### config.mk
export PLATFORM = sky130hd
export DESIGN_NAME = instr_encoder_flat
export DESIGN_NICKNAME = d
export VERILOG_FILES = /design/src/rtl/instr_encoder_if.sv /design/src/rtl/instr_encoder.sv /design/src/flat_wrapper.sv
export SDC_FILE = /design/constraint.sdc
export NUM_CORES = 1
export LEC_CHECK = 0
export ABC_CLOCK_PERIOD_IN_PS = 2720
export BUFFER_PORTS_ARGS = -buffer_cell sky130_fd_sc_hd__buf_2
export CAP_MARGIN = 20
export CORE_MARGIN = 2
export CORE_UTILIZATION = 47
export DETAILED_ROUTE_END_ITERATION = 10
export PLACE_DENSITY = 0.85
export SYNTH_ARGS = -nofsm -noshare
export SYNTH_HDL_FRONTEND = slang
export SYNTH_SLANG_ARGS = --single-unit
### constraint.sdc
create_clock -name clk -period 2.72 [get_ports clk]
set_input_delay 0.408 -clock clk [delete_from_list [all_inputs] [get_ports clk]]
set_output_delay 0.408 -clock clk [all_outputs]
set_load 0.01 [all_outputs]
### src/rtl/instr_encoder_if.sv
// Bundle of the instruction encoder's field-set input and encoded-word output
// handshakes. The master modport is the side that supplies field sets and
// consumes encoded words; the slave modport is the encoder itself.
interface instr_encoder_if;
  logic        in_valid;
  logic        in_ready;
  logic [3:0]  opcode;
  logic [5:0]  rd;
  logic [5:0]  rs;
  logic [5:0]  rt;
  logic [31:0] imm;
  logic        use_imm;
  logic        immSignal;
  logic        out_valid;
  logic        out_ready;
  logic [31:0] instr;
  logic [7:0]  addr;
  logic        err_range;
  logic [7:0]  err_count;

  modport master (
    output in_valid, opcode, rd, rs, rt, imm, use_imm, immSignal, out_ready,
    input  in_ready, out_valid, instr, addr, err_range, err_count
  );

  modport slave (
    input  in_valid, opcode, rd, rs, rt, imm, use_imm, immSignal, out_ready,
    output in_ready, out_valid, instr, addr, err_range, err_count
  );
endinterface

### src/rtl/instr_encoder.sv
// Instruction encoder: packs opcode/register/immediate fields into a 32-bit
// word, emits it through a one-entry output stage with valid/ready handshake
// and tags each word with an 8-bit wrapping word address.
// Optional feature: define INSTR_ENC_RANGE_CHECK_EN to drop (and count) words
// whose immediate does not fit the selected immediate width.
module instr_encoder (
  input  logic            clk,
  input  logic            rst_n,
  input  logic            clr,
  instr_encoder_if.slave  bus
);

  typedef enum logic {EMPTY = 1'b0, FULL = 1'b1} state_t;

  state_t      state_r;
  state_t      state_nxt_s;
  logic        in_ready_s;
  logic        accept_s;
  logic        range_ok_s;
  logic        load_s;
  logic [31:0] word_s;
  logic [31:0] instr_r;
  logic [7:0]  addr_r;
  logic [7:0]  ptr_r;

  // Field packing; unused fields of each form are ignored.
  function automatic logic [31:0] encode_word(
    input logic [3:0]  op,
    input logic [5:0]  f_rd,
    input logic [5:0]  f_rs,
    input logic [5:0]  f_rt,
    input logic [31:0] f_imm,
    input logic        f_use_imm,
    input logic        f_short
  );
    logic [31:0] w;
    if (!f_use_imm) begin
      w = {op, f_rd, f_rs, f_rt, 10'b0};
    end else if (f_short) begin
      w = {op, f_rd, f_rs, f_imm[5:0], 10'b0};
    end else begin
      w = {op, f_rd, f_imm[11:0], 10'b0};
    end
    return w;
  endfunction

  // Encode the currently presented field set.
  always_comb begin
    word_s = encode_word(bus.opcode, bus.rd, bus.rs, bus.rt, bus.imm,
                         bus.use_imm, bus.immSignal);
  end

  // Accept whenever the stage is empty or draining this cycle; never during
  // reset or clear.
  always_comb begin
    in_ready_s = 1'b0;
    if (rst_n && !clr && (state_r == EMPTY || bus.out_ready)) begin
      in_ready_s = 1'b1;
    end else begin
      in_ready_s = 1'b0;
    end
  end

  assign accept_s = bus.in_valid && in_ready_s;
  assign load_s   = accept_s && range_ok_s;

`ifdef INSTR_ENC_RANGE_CHECK_EN
  logic       drop_s;
  logic       err_range_r;
  logic [7:0] err_count_r;

  // A signed immediate fits when all bits above the field's sign bit copy it.
  function automatic logic imm_fits(input logic [31:0] v, input logic f_short);
    logic ok;
    if (f_short) begin
      ok = (v[31:5] == {27{1'b0}}) || (v[31:5] == {27{1'b1}});
    end else begin
      ok = (v[31:11] == {21{1'b0}}) || (v[31:11] == {21{1'b1}});
    end
    return ok;
  endfunction

  // Register-form words carry no immediate and always pass.
  always_comb begin
    range_ok_s = 1'b1;
    if (bus.use_imm) begin
      range_ok_s = imm_fits(bus.imm, bus.immSignal);
    end else begin
      range_ok_s = 1'b1;
    end
  end

  assign drop_s = accept_s && !range_ok_s;

  // Sticky range flag and saturating drop counter.
  always_ff @(posedge clk or negedge rst_n) begin
    if (!rst_n) begin
      err_range_r <= 1'b0;
      err_count_r <= 8'd0;
    end else if (clr) begin
      err_range_r <= 1'b0;
      err_count_r <= 8'd0;
    end else if (drop_s) begin
      err_range_r <= 1'b1;
      err_count_r <= (err_count_r == 8'd255) ? 8'd255 : err_count_r + 8'd1;
    end else begin
      err_range_r <= err_range_r;
      err_count_r <= err_count_r;
    end
  end

  assign bus.err_range = err_range_r;
  assign bus.err_count = err_count_r;
`else
  logic imm_unused_s;

  assign range_ok_s   = 1'b1;
  assign imm_unused_s = ^bus.imm[31:12];
  assign bus.err_range = 1'b0;
  assign bus.err_count = 8'd0;
`endif

  // Output stage state register.
  always_ff @(posedge clk or negedge rst_n) begin
    if (!rst_n) begin
      state_r <= EMPTY;
    end else begin
      state_r <= state_nxt_s;
    end
  end

  // Output stage next state; clear wins over every other event.
  always_comb begin
    state_nxt_s = state_r;
    if (clr) begin
      state_nxt_s = EMPTY;
    end else begin
      case (state_r)
        EMPTY:   state_nxt_s = load_s ? FULL : EMPTY;
        FULL: begin
          if (load_s) begin
            state_nxt_s = FULL;
          end else if (bus.out_ready) begin
            state_nxt_s = EMPTY;
          end else begin
            state_nxt_s = FULL;
          end
        end
        default: state_nxt_s = EMPTY;
      endcase
    end
  end

  // Output word, its address and the write pointer; only a loaded word
  // advances the pointer, so held words stay stable under backpressure.
  always_ff @(posedge clk or negedge rst_n) begin
    if (!rst_n) begin
      instr_r <= 32'd0;
      addr_r  <= 8'd0;
      ptr_r   <= 8'd0;
    end else if (clr) begin
      instr_r <= 32'd0;
      addr_r  <= 8'd0;
      ptr_r   <= 8'd0;
    end else if (load_s) begin
      instr_r <= word_s;
      addr_r  <= ptr_r;
      ptr_r   <= ptr_r + 8'd1;
    end else begin
      instr_r <= instr_r;
      addr_r  <= addr_r;
      ptr_r   <= ptr_r;
    end
  end

  assign bus.in_ready  = in_ready_s;
  assign bus.out_valid = (state_r == FULL);
  assign bus.instr     = instr_r;
  assign bus.addr      = addr_r;

endmodule

### src/flat_wrapper.sv
// flat-port wrapper written by rule: the top's interface ports become plain ports
module instr_encoder_flat 
  (clk, rst_n, clr, bus_in_valid, bus_opcode, bus_rd, bus_rs, bus_rt, bus_imm, bus_use_imm, bus_immSignal, bus_out_ready, bus_in_ready, bus_out_valid, bus_instr, bus_addr, bus_err_range, bus_err_count);
  instr_encoder_if bus_i ();
  input  logic clk;
  input  logic rst_n;
  input  logic clr;
  input wire logic [$bits(bus_i.in_valid)-1:0] bus_in_valid;
  input wire logic [$bits(bus_i.opcode)-1:0] bus_opcode;
  input wire logic [$bits(bus_i.rd)-1:0] bus_rd;
  input wire logic [$bits(bus_i.rs)-1:0] bus_rs;
  input wire logic [$bits(bus_i.rt)-1:0] bus_rt;
  input wire logic [$bits(bus_i.imm)-1:0] bus_imm;
  input wire logic [$bits(bus_i.use_imm)-1:0] bus_use_imm;
  input wire logic [$bits(bus_i.immSignal)-1:0] bus_immSignal;
  input wire logic [$bits(bus_i.out_ready)-1:0] bus_out_ready;
  output wire logic [$bits(bus_i.in_ready)-1:0] bus_in_ready;
  output wire logic [$bits(bus_i.out_valid)-1:0] bus_out_valid;
  output wire logic [$bits(bus_i.instr)-1:0] bus_instr;
  output wire logic [$bits(bus_i.addr)-1:0] bus_addr;
  output wire logic [$bits(bus_i.err_range)-1:0] bus_err_range;
  output wire logic [$bits(bus_i.err_count)-1:0] bus_err_count;
  assign bus_i.in_valid = bus_in_valid;
  assign bus_i.opcode = bus_opcode;
  assign bus_i.rd = bus_rd;
  assign bus_i.rs = bus_rs;
  assign bus_i.rt = bus_rt;
  assign bus_i.imm = bus_imm;
  assign bus_i.use_imm = bus_use_imm;
  assign bus_i.immSignal = bus_immSignal;
  assign bus_i.out_ready = bus_out_ready;
  assign bus_in_ready = bus_i.in_ready;
  assign bus_out_valid = bus_i.out_valid;
  assign bus_instr = bus_i.instr;
  assign bus_addr = bus_i.addr;
  assign bus_err_range = bus_i.err_range;
  assign bus_err_count = bus_i.err_count;
  instr_encoder u_core (.clk(clk), .rst_n(rst_n), .clr(clr), .bus(bus_i));
endmodule
==> impl_metrics.json, run 1 <==
{
  "status": "complete, no violations",
  "ys_ff_latch": 39,
  "ios": 112,
  "powerDensity_nw_per_um2": 499,
  "htreeDepth": 2,
  "tightest_slew_ps": 733,
  "met2_usage": 0.306,
  "cts_resized": 0,
  "vias_per_cell": 4.87,
  "postCtsHoldBufs": 0,
  "first_pass_iters": 4,
  "synth_top_cells_by_area": "dfrtp_1 (50%), nand3b_1 (11%), buf_4 (7.3%), nand2_1 (7.3%), mux2i_1 (6.2%)",
  "use_met1": 0.211,
  "hold_viol_final": 0,
  "core-area_sq_um": 4000,
  "rows": 23,
  "drcViolationCount": 0,
  "finalPower_mw": 1.19,
  "detail-route-antenna-nets": 0,
  "cp_data_arrival_time_ps": 1390,
  "cts_buffers": 5,
  "antenna_cells": 0,
  "routed_wl_um": 4030,
  "drv_slew": 0,
  "hpwlAfterDp_um": 2850,
  "die_w_um": 68.4,
  "die_h_um": 68.4,
  "worst_setup_path_start_kind": "input port",
  "place_area_sq_um": 2270,
  "fmax_mhz": 557,
  "io_buffer_count": 72,
  "synth_cells": 201,
  "ys_types": 23,
  "finalCritPeriodShare": 0.660,
  "irDropWorstVdd_mv": 0.271,
  "yosysWarnings": 0,
  "first_global_vias": 1439,
  "p_leak_nw": 1.32,
  "mostFrequentLayoutCell": "buf_2",
  "clkLatencyLatePin_ps": 280,
  "grt_max_degree": 42,
  "clk_pin_slew_ps": 70,
  "instances_no_fill": 319,
  "drtIter0Drc": 124,
  "grt_pass1_wl_um": 6170,
  "routedWlPerCell_um": 12.6,
  "overflow": 0,
  "slew_headroom": 0.512,
  "fin_nets": 330,
  "setup_violations": 0,
  "drive_gt1_frac": 0.309,
  "crit_type": "input port to output pin",
  "cp-end-kind": "output pin",
  "postSynthAreaPerCell_sq_um": 9.70,
  "post_cts.repair.setup_buffers": 0,
  "area_growth_syn_to_layout_pct": 22.0,
  "clock_skew_ps": 3.61,
  "cts.sinks": 39,
  "final_area_sq_um": 2380,
  "synth_area_sq_um": 1950,
  "place_congestion": 0.827,
  "hold_ws_ps": 184,
  "top_usage_layer": "met2",
  "start_util": 0.487,
  "dieArea_sq_um": 4680,
  "antenna_found_initial": 0,
  "crit_required_ps": 2310,
  "setup_tns_ps": 0,
  "synth.yosys.seq_area_share": 0.501,
  "grt_use_total": 0.179,
  "yosysTopAreaCell": "dfrtp_1",
  "vias": 1552,
  "crit_fanout": 40,
  "clk_path_buf_depth": 2,
  "cts_tree": "yes",
  "rsz0062_at_grt": "false",
  "use_met3": 0.0559,
  "dp_cells": 311,
  "mostFrequentLayoutCells": "buf_2 (72), dfrtp_1 (39), nand2_1 (38), nand3b_1 (29), conb_1 (19)",
  "synth_top_area_frac": 0.501,
  "drv_cap": 0,
  "cts_root_buf": "clkbuf_8",
  "hp-class": "input port to asynchronous set/reset pin",
  "min_period_ps": 1800
}
routing by layer:
metal	vias up	wire length, um
met5	-	0
met4	0	9
met3	2	183
met2	43	2150
met1	734	1690
li1	773	-
critical path, cell delays in order:
cell      delay [ps]
buf_2             90
buf_4            420
nand2b_1         210
nor2_1           120
buf_2            130
power by group:
part | leakage, nW | switching (mW) | internal, mW
logic | 0.733 | 0.0882 | 0.0637
clock network | 0.0505 | 0.191 | 0.230
registers | 0.534 | 0.0124 | 0.601
total | 1.32 | 0.292 | 0.895
cells in the mapped netlist, drive strengths merged:
library cell	number
ha	1
nand2b	4
xnor2	5
nand4	3
conb	1
nand2	38
dfrtp	39
o21ai	16
nor3	2
or3	1
nand3b	29
nand3	2
and3	2
nor2	6
a21oi	3
clkbuf	7
buf	25
mux2i	12
and4	1
nor4	2
nor2b	2
kinds of logic (layout without fill, tap and decap cells):
family / after synthesis / after routing / share of synthesized area
AND/OR/NAND/NOR: 92 / 92 / 0.256
buffers and inverters: 32 / 82 / 0.102
other: 1 / 19 / 0.00192
flip-flops: 39 / 39 / 0.501
multiplexers: 12 / 12 / 0.0616
AO/OA/AOI/OAI: 19 / 19 / 0.0488
adder cells (fa/ha/maj): 1 / 1 / 0.00642
XOR/XNOR: 5 / 5 / 0.0225
final cells by class:
| class | instances | area [sq um] |
|---|---|---|
| clock inverters | 1 | 7.51 |
| multi-input cells | 148 | 847 |
| flip-flops and latches | 39 | 976 |
| well taps | 50 | 62.6 |
| fillers | 361 | 1620 |
| repair buffers | 74 | 388 |
| clock buffers | 7 | 96.3 |
final timing paths:
path,cells past startpoint,from,to,slack [ps]
worst max-delay path,5,rst_n,bus_in_ready,920
worst min-delay path,2,rst_n,u_core.bus.instr[30],180
worst max register to register,4,u_core.bus.out_valid,u_core.ptr_r[6],1120
worst min register to register,2,u_core.ptr_r[7],u_core.bus.addr[7],500
max in group asynchronous,2,rst_n,u_core.ptr_r[7],2200
min in group clk,3,bus_rd[0],u_core.bus.instr[22],310
stage by stage:
stage	utilization	setup WS, ps
3_5_place_dp	0.568	681
2_1_floorplan	-	1370
4_1_cts	0.594	882
6_report	0.594	924
3_3_place_gp	0.568	673
5_1_grt	0.594	754
sequential cells by signal, indices dropped and copies added (netlist names):
| signal | cells |
|---|---|
| u_core.bus.addr | 8 |
| u_core.bus.out_valid | 1 |
| u_core.ptr_r | 8 |
| u_core.bus.instr | 22 |
(Power assumes the default switching activity.)
==> run 2: changes to the inputs <==
--- a/config.mk
+++ b/config.mk
@@ -5,13 +5,14 @@
 export SDC_FILE = /design/constraint.sdc
 export NUM_CORES = 1
 export LEC_CHECK = 0
-export ABC_CLOCK_PERIOD_IN_PS = 2720
+export ABC_AREA = 1
+export ABC_CLOCK_PERIOD_IN_PS = 1750
 export BUFFER_PORTS_ARGS = -buffer_cell sky130_fd_sc_hd__buf_2
 export CAP_MARGIN = 20
 export CORE_MARGIN = 2
-export CORE_UTILIZATION = 47
+export CORE_UTILIZATION = 44
 export DETAILED_ROUTE_END_ITERATION = 10
-export PLACE_DENSITY = 0.85
+export PLACE_DENSITY = 0.8
 export SYNTH_ARGS = -nofsm -noshare
 export SYNTH_HDL_FRONTEND = slang
 export SYNTH_SLANG_ARGS = --single-unit
==> constraint.sdc (replaced) <==
create_clock -name clk -period 1.75 [get_ports clk]
set_input_delay 0.2625 -clock clk [delete_from_list [all_inputs] [get_ports clk]]
set_output_delay 0.2625 -clock clk [all_outputs]
set_load 0.01 [all_outputs]
==> run 2 against run 1 <==
  * Register-to-register slack worse by 740 ps
  * Critical path type is now flip-flop to flip-flop
  * Worst setup slack got worse by 550 ps
  * Global-route usage decreased by 2.2 points
  * Critical endpoint is now u_core.bus.addr[0]
  * Synthesized cell count is 17% higher
  * First-iteration DRC count decreased by 35%
  * Via count up 6.8%
  * Final cell count up 13%
==> impl_metrics.json, run 2 <==
{
  "min_period_ps": 1370,
  "slew_headroom": 0.652,
  "synthFlopType": "dfrtp_1",
  "worst_slack_ps": 379,
  "drv_cap": 0,
  "nFillCells": 402,
  "grt_use_total": 0.158,
  "clockPowerShare": 0.336,
  "antenna_found_initial": 0,
  "powerDensity_nw_per_um2": 758,
  "hpwlAfterDp_um": 2830,
  "yosysWarnings": 0,
  "reg2regPathDepth": 6,
  "p_seq_frac": 0.530,
  "vias": 1657,
  "ys_types": 22,
  "crit_fanout": 32,
  "detail-route-antenna-nets": 0,
  "routedWlPerCell_um": 10.6,
  "vias_per_cell": 4.59,
  "cts_resized": 0,
  "p_leak_nw": 1.39,
  "largest_reg_flops": 22,
  "comb_power_share": 0.134,
  "synth_commonest_cells": "nand2_1 (82), dfrtp_1 (39), inv_1 (21)",
  "cts.sinks": 39,
  "hold_viol_final": 0,
  "dp_cells": 354,
  "cp_data_arrival_time_ps": 1590,
  "antenna_cells": 0,
  "area_growth_syn_to_layout_pct": 20.6,
  "synth_top_cells_by_area": "dfrtp_1 (50%), nand2_1 (16%), buf_4 (7.6%), inv_1 (4.0%), o211ai_2 (3.8%)",
  "start_util": 0.455,
  "first_global_vias": 1460,
  "mostFrequentLayoutCells": "nand2_1 (82), buf_2 (72), dfrtp_1 (39), inv_1 (21), conb_1 (19)",
  "mostFrequentLayoutCell": "nand2_1",
  "cts_root_buf": "clkbuf_8",
  "yosysTopAreaCell": "dfrtp_1",
  "first_pass_iters": 4,
  "p_int_mw": 1.34,
  "finalCritPeriodShare": 0.784,
  "die_h_um": 70.8,
  "postSynthAreaPerCell_sq_um": 8.36,
  "multi_input_area_sq_um": 764,
  "rows": 24,
  "synth.yosys.seq_area_share": 0.496,
  "drtIter0Drc": 81,
  "postCtsHoldBufs": 0,
  "synthArstFlopShare": 1.00,
  "dieArea_sq_um": 5020,
  "hold_ws_ps": 63.5,
  "synth_area_sq_um": 1970,
  "pre_cts_ws_ps": 283,
  "top_usage_layer": "met2",
  "crit_type": "flip-flop to flip-flop",
  "synth_cells": 235,
  "fmax_mhz": 729,
  "swShare": 0.257,
  "htreeDepth": 2,
  "setup_violations": 0,
  "drcViolationCount": 0,
  "regArea_sq_um": 976,
  "drive_gt1_frac": 0.330,
  "tightest_slew_ps": 522,
  "routed_wl_um": 3840,
  "drv_slew": 0,
  "p_sw_uw": 462,
  "place_congestion": 0.791,
  "grt_max_degree": 40,
  "worst_setup_path_start_kind": "flip-flop",
  "synth_edf_count": 0,
  "use_met3": 0.0584,
  "status": "complete, no violations",
  "cts_buffers": 5,
  "core-area_sq_um": 4320,
  "hp-class": "input port to asynchronous set/reset pin",
  "io_buffer_count": 72,
  "met2_usage": 0.251,
  "grt_pass1_wl_um": 6370,
  "clk_pin_slew_ps": 70,
  "overflow": 0,
  "irDropWorstVdd_mv": 0.365,
  "cts_tree": "yes",
  "post_cts.repair.setup_buffers": 0,
  "ys_ff_latch": 39,
  "use_met1": 0.202,
  "rsz0062_at_grt": "false",
  "ios": 112,
  "cp-end-kind": "flip-flop",
  "instances_no_fill": 361,
  "crit_required_ps": 1960,
  "synth_top_area_frac": 0.496,
  "fin_nets": 371,
  "die_w_um": 70.8,
  "synth_most_common_cell": "nand2_1",
  "setup_tns_ps": 0,
  "clk_path_buf_depth": 2,
  "clock_skew_ps": 4.43,
  "clkLatencyLatePin_ps": 290
}
run 2: power by group through the flow:
stage          logic [mW]  clock network, mW  registers (mW)
6_report            0.241              0.603           0.953
5_1_grt             0.273              0.667           0.956
4_1_cts             0.245              0.622           0.953
3_5_place_dp        0.245                  0           0.970
3_3_place_gp        0.241                  0           0.969
2_1_floorplan       0.148                  0           0.986
run 2: metal layers:
layer	routed length (um)	vias up
li1	-	844
met1	1720	731
met5	0	-
met3	384	6
met4	42	0
met2	1690	76
run 2: cell type report:
| type | count | share of cell area |
|---|---|---|
| sequential | 39 | 0.412 |
| inverter | 23 | 0.0364 |
| tap | 52 | 0.0275 |
| clock buffer | 6 | 0.0348 |
| clock inverter | 1 | 0.00211 |
| timing repair buffer | 76 | 0.165 |
| multi-input combinational | 164 | 0.323 |
run 2: through the flow:
step	area [sq um]	total power, mW	utilization
global route	2370	1.90	0.548
CTS	2370	1.82	0.548
floorplan	2030	1.13	-
global placement	2280	1.21	0.528
detailed placement	2280	1.22	0.528
finish	2370	1.80	0.548
run 2: worst max-delay path, cell delays in order, from the launching register on:
cell,delay (ps)
dfrtp_1,350
nand2_1,90
nand3_1,110
nand2_1,120
inv_2,410
nand2_1,90
o21ai_1,100
run 2: final timing paths:
| path | endpoint | startpoint | slack [ps] |
|---|---|---|---|
| max reg2reg | u_core.bus.addr[0] | u_core.bus.out_valid | 380 |
| max | u_core.bus.addr[0] | u_core.bus.out_valid | 380 |
| min reg2reg | u_core.bus.instr[25] | u_core.bus.instr[25] | 470 |
| min in group clk | u_core.bus.instr[25] | bus_rd[3] | 180 |
| max in group asynchronous | u_core.bus.instr[21] | rst_n | 1350 |
| min | u_core.ptr_r[6] | rst_n | 60 |
run 2: kinds of logic after synthesis:
kind of cell,share of synthesized area
AOI/OAI and AO/OA,0.107
adders and majority gates,0.00636
buffers and inverters,0.149
DFF,0.497
muxes,0.00509
other,0.00191
and+or+nand+nor,0.234
==> run 3: changes to the inputs <==
--- a/config.mk
+++ b/config.mk
@@ -6,13 +6,13 @@
 export NUM_CORES = 1
 export LEC_CHECK = 0
 export ABC_AREA = 1
-export ABC_CLOCK_PERIOD_IN_PS = 1750
+export ABC_CLOCK_PERIOD_IN_PS = 1100
 export BUFFER_PORTS_ARGS = -buffer_cell sky130_fd_sc_hd__buf_2
 export CAP_MARGIN = 20
 export CORE_MARGIN = 2
-export CORE_UTILIZATION = 44
+export CORE_UTILIZATION = 40
 export DETAILED_ROUTE_END_ITERATION = 10
-export PLACE_DENSITY = 0.8
+export PLACE_DENSITY = 0.77
 export SYNTH_ARGS = -nofsm -noshare
 export SYNTH_HDL_FRONTEND = slang
 export SYNTH_SLANG_ARGS = --single-unit
==> constraint.sdc (replaced) <==
create_clock -name clk -period 1.1 [get_ports clk]
set_input_delay 0.165 -clock clk [delete_from_list [all_inputs] [get_ports clk]]
set_output_delay 0.165 -clock clk [all_outputs]
set_load 0.01 [all_outputs]
==> run 3 against run 2 <==
  * The run now ends with setup timing left
  * Design area up 7.7%
  * Largest power group unchanged
  * Clock skew decreased by 2.6 ps
  * First-iteration DRC count grew 20%
==> impl_metrics.json, run 3 (synthesis results as in run 2) <==
{
  "status": "complete, but fails checks",
  "violations": "setup timing",
  "cts_tree": "yes",
  "grt_use_total": 0.165,
  "mostFrequentLayoutCell": "nand2_1",
  "cp_num_buf_inv": 2,
  "grt_max_degree": 40,
  "routedWlPerCell_um": 10.8,
  "clk_path_buf_depth": 2,
  "finalCritPeriodShare": 1.06,
  "worst_setup_path_start_kind": "flip-flop",
  "cpMostUsedCell": "nand2_2",
  "grt_pass1_wl_um": 6940,
  "cts_root_buf": "clkbuf_8",
  "vias_per_cell": 4.29,
  "place_congestion": 0.835,
  "multi_input_area_sq_um": 790,
  "worstPathCellList": "nand2_2, nand2_2, inv_2, buf_6",
  "rsz0062_at_grt": "true",
  "htreeDepth": 2,
  "p_leak_nw": 1.46,
  "overflow": 0,
  "drcViolationCount": 0,
  "clk_pin_slew_ps": 70,
  "io_buffer_count": 72,
  "mostFrequentLayoutCells": "nand2_1 (79), buf_2 (71), dfrtp_1 (39), inv_1 (20), conb_1 (19)",
  "crit_fanout": 3,
  "crit_slowest_cell": "dfrtp_1",
  "cts.sinks": 39,
  "clock_skew_ps": 1.80,
  "max_stage_delay_ps": 390,
  "powerDensity_nw_per_um2": 1120,
  "drv_cap": 0,
  "irDropWorstVdd_mv": 0.540,
  "first_pass_iters": 4,
  "first_global_vias": 1602,
  "routed_wl_um": 4210,
  "regArea_sq_um": 976,
  "fin_nets": 385,
  "setup_violations": 24,
  "vias": 1677,
  "cp-end-kind": "output pin",
  "nFillCells": 455,
  "area_growth_syn_to_layout_pct": 29.9,
  "drive_gt1_frac": 0.377,
  "crit_required_ps": 940,
  "drv_slew": 0,
  "hold_viol_final": 0,
  "rows": 25,
  "cp_data_arrival_time_ps": 1000,
  "antenna_cells": 0,
  "largest_reg_flops": 22,
  "drtIter0Drc": 97,
  "final_area_sq_um": 2550,
  "cts_buffers": 5,
  "ios": 112,
  "min_period_ps": 1160,
  "die_h_um": 74.1,
  "hp-class": "input port to flip-flop",
  "critical-path-top-delay-family": "flip-flops",
  "hpwlAfterDp_um": 3110,
  "die_w_um": 74.1,
  "place_area_sq_um": 2410,
  "worst_slack_ps": -64.1,
  "finalPower_mw": 2.87,
  "dieArea_sq_um": 5490,
  "detail-route-antenna-nets": 0,
  "antenna_found_initial": 0,
  "crit_type": "flip-flop to output pin",
  "fmax_mhz": 859,
  "core-area_sq_um": 4720,
  "clkLatencyLatePin_ps": 280,
  "start_util": 0.416
}
-- run 3: cell types whose count changed in the layout (fill, tap and decap cells not counted), sizes merged --
cell | before | now
buf | 76 | 89
clkbuf | 6 | 7
dlygate4sd3 | 0 | 1
-- run 3: final timing paths --
kind / end / slack, ps / from / depth (start not counted)
min in group asynchronous: u_core.bus.instr[31] / 520 / rst_n / 3
setup / recovery: bus_in_ready / -60 / u_core.bus.out_valid / 4
hold reg to reg: u_core.bus.instr[22] / 470 / u_core.bus.instr[22] / 2
setup reg to reg: u_core.bus.addr[7] / -30 / u_core.bus.out_valid / 7
max in group asynchronous: u_core.ptr_r[4] / 230 / rst_n / 3
hold / removal: u_core.bus.instr[28] / 80 / bus_opcode[0] / 3
-- run 3: final cells by class --
class / count / share of cell area
multi-input cells: 164 / 0.309
clock buffers: 7 / 0.0299
inverters: 23 / 0.0338
repair buffers: 90 / 0.210
flip-flops and latches: 39 / 0.382
well taps: 67 / 0.0328
clock inverters: 1 / 0.00196
-- run 3: tightest hold or removal path, stage by stage --
cell,delay (ps)
buf_2,70
nand2_1,40
nand2_1,50
-- run 3: through the flow --
step           hold slack, ps  worst slack [ps]  TNS, ps  std cells   util
2_1_floorplan            -131             -4.19    -44.3        253      -
3_3_place_gp              296             -26.3    -44.7        380  0.509
3_5_place_dp              291             -49.9     -328        380  0.509
4_1_cts                  63.7              -109     -844        391  0.537
5_1_grt                  79.6              -140    -3620        391  0.540
6_report                 76.7             -64.1     -284        391  0.540
-- run 3: layer usage --
layer  up-vias  share of wire  global-route usage
li1        869              -                   -
met2        73           0.48               0.287
met4         0         0.0090              0.0364
met1       731           0.43               0.198
met3         4          0.085              0.0556
met5         -              0                   0
-- run 3: what timing repair did --
action / in CTS / in global routing
buffers inserted: 2 / 0
endpoints found under the setup margin: 23 / 40
gates resized for setup: 7 / 6
hold buffers: 1 / 0
gates cloned: 0 / 0
pin swaps: 2 / 1
hold endpoints to repair: 39 / 0
-- run 3: where the power goes --
part | leakage (nW) | internal [mW] | switching, mW
clock network | 0.0422 | 0.444 | 0.458
logic | 0.885 | 0.191 | 0.258
registers | 0.533 | 1.49 | 0.0285
total | 1.46 | 2.12 | 0.745
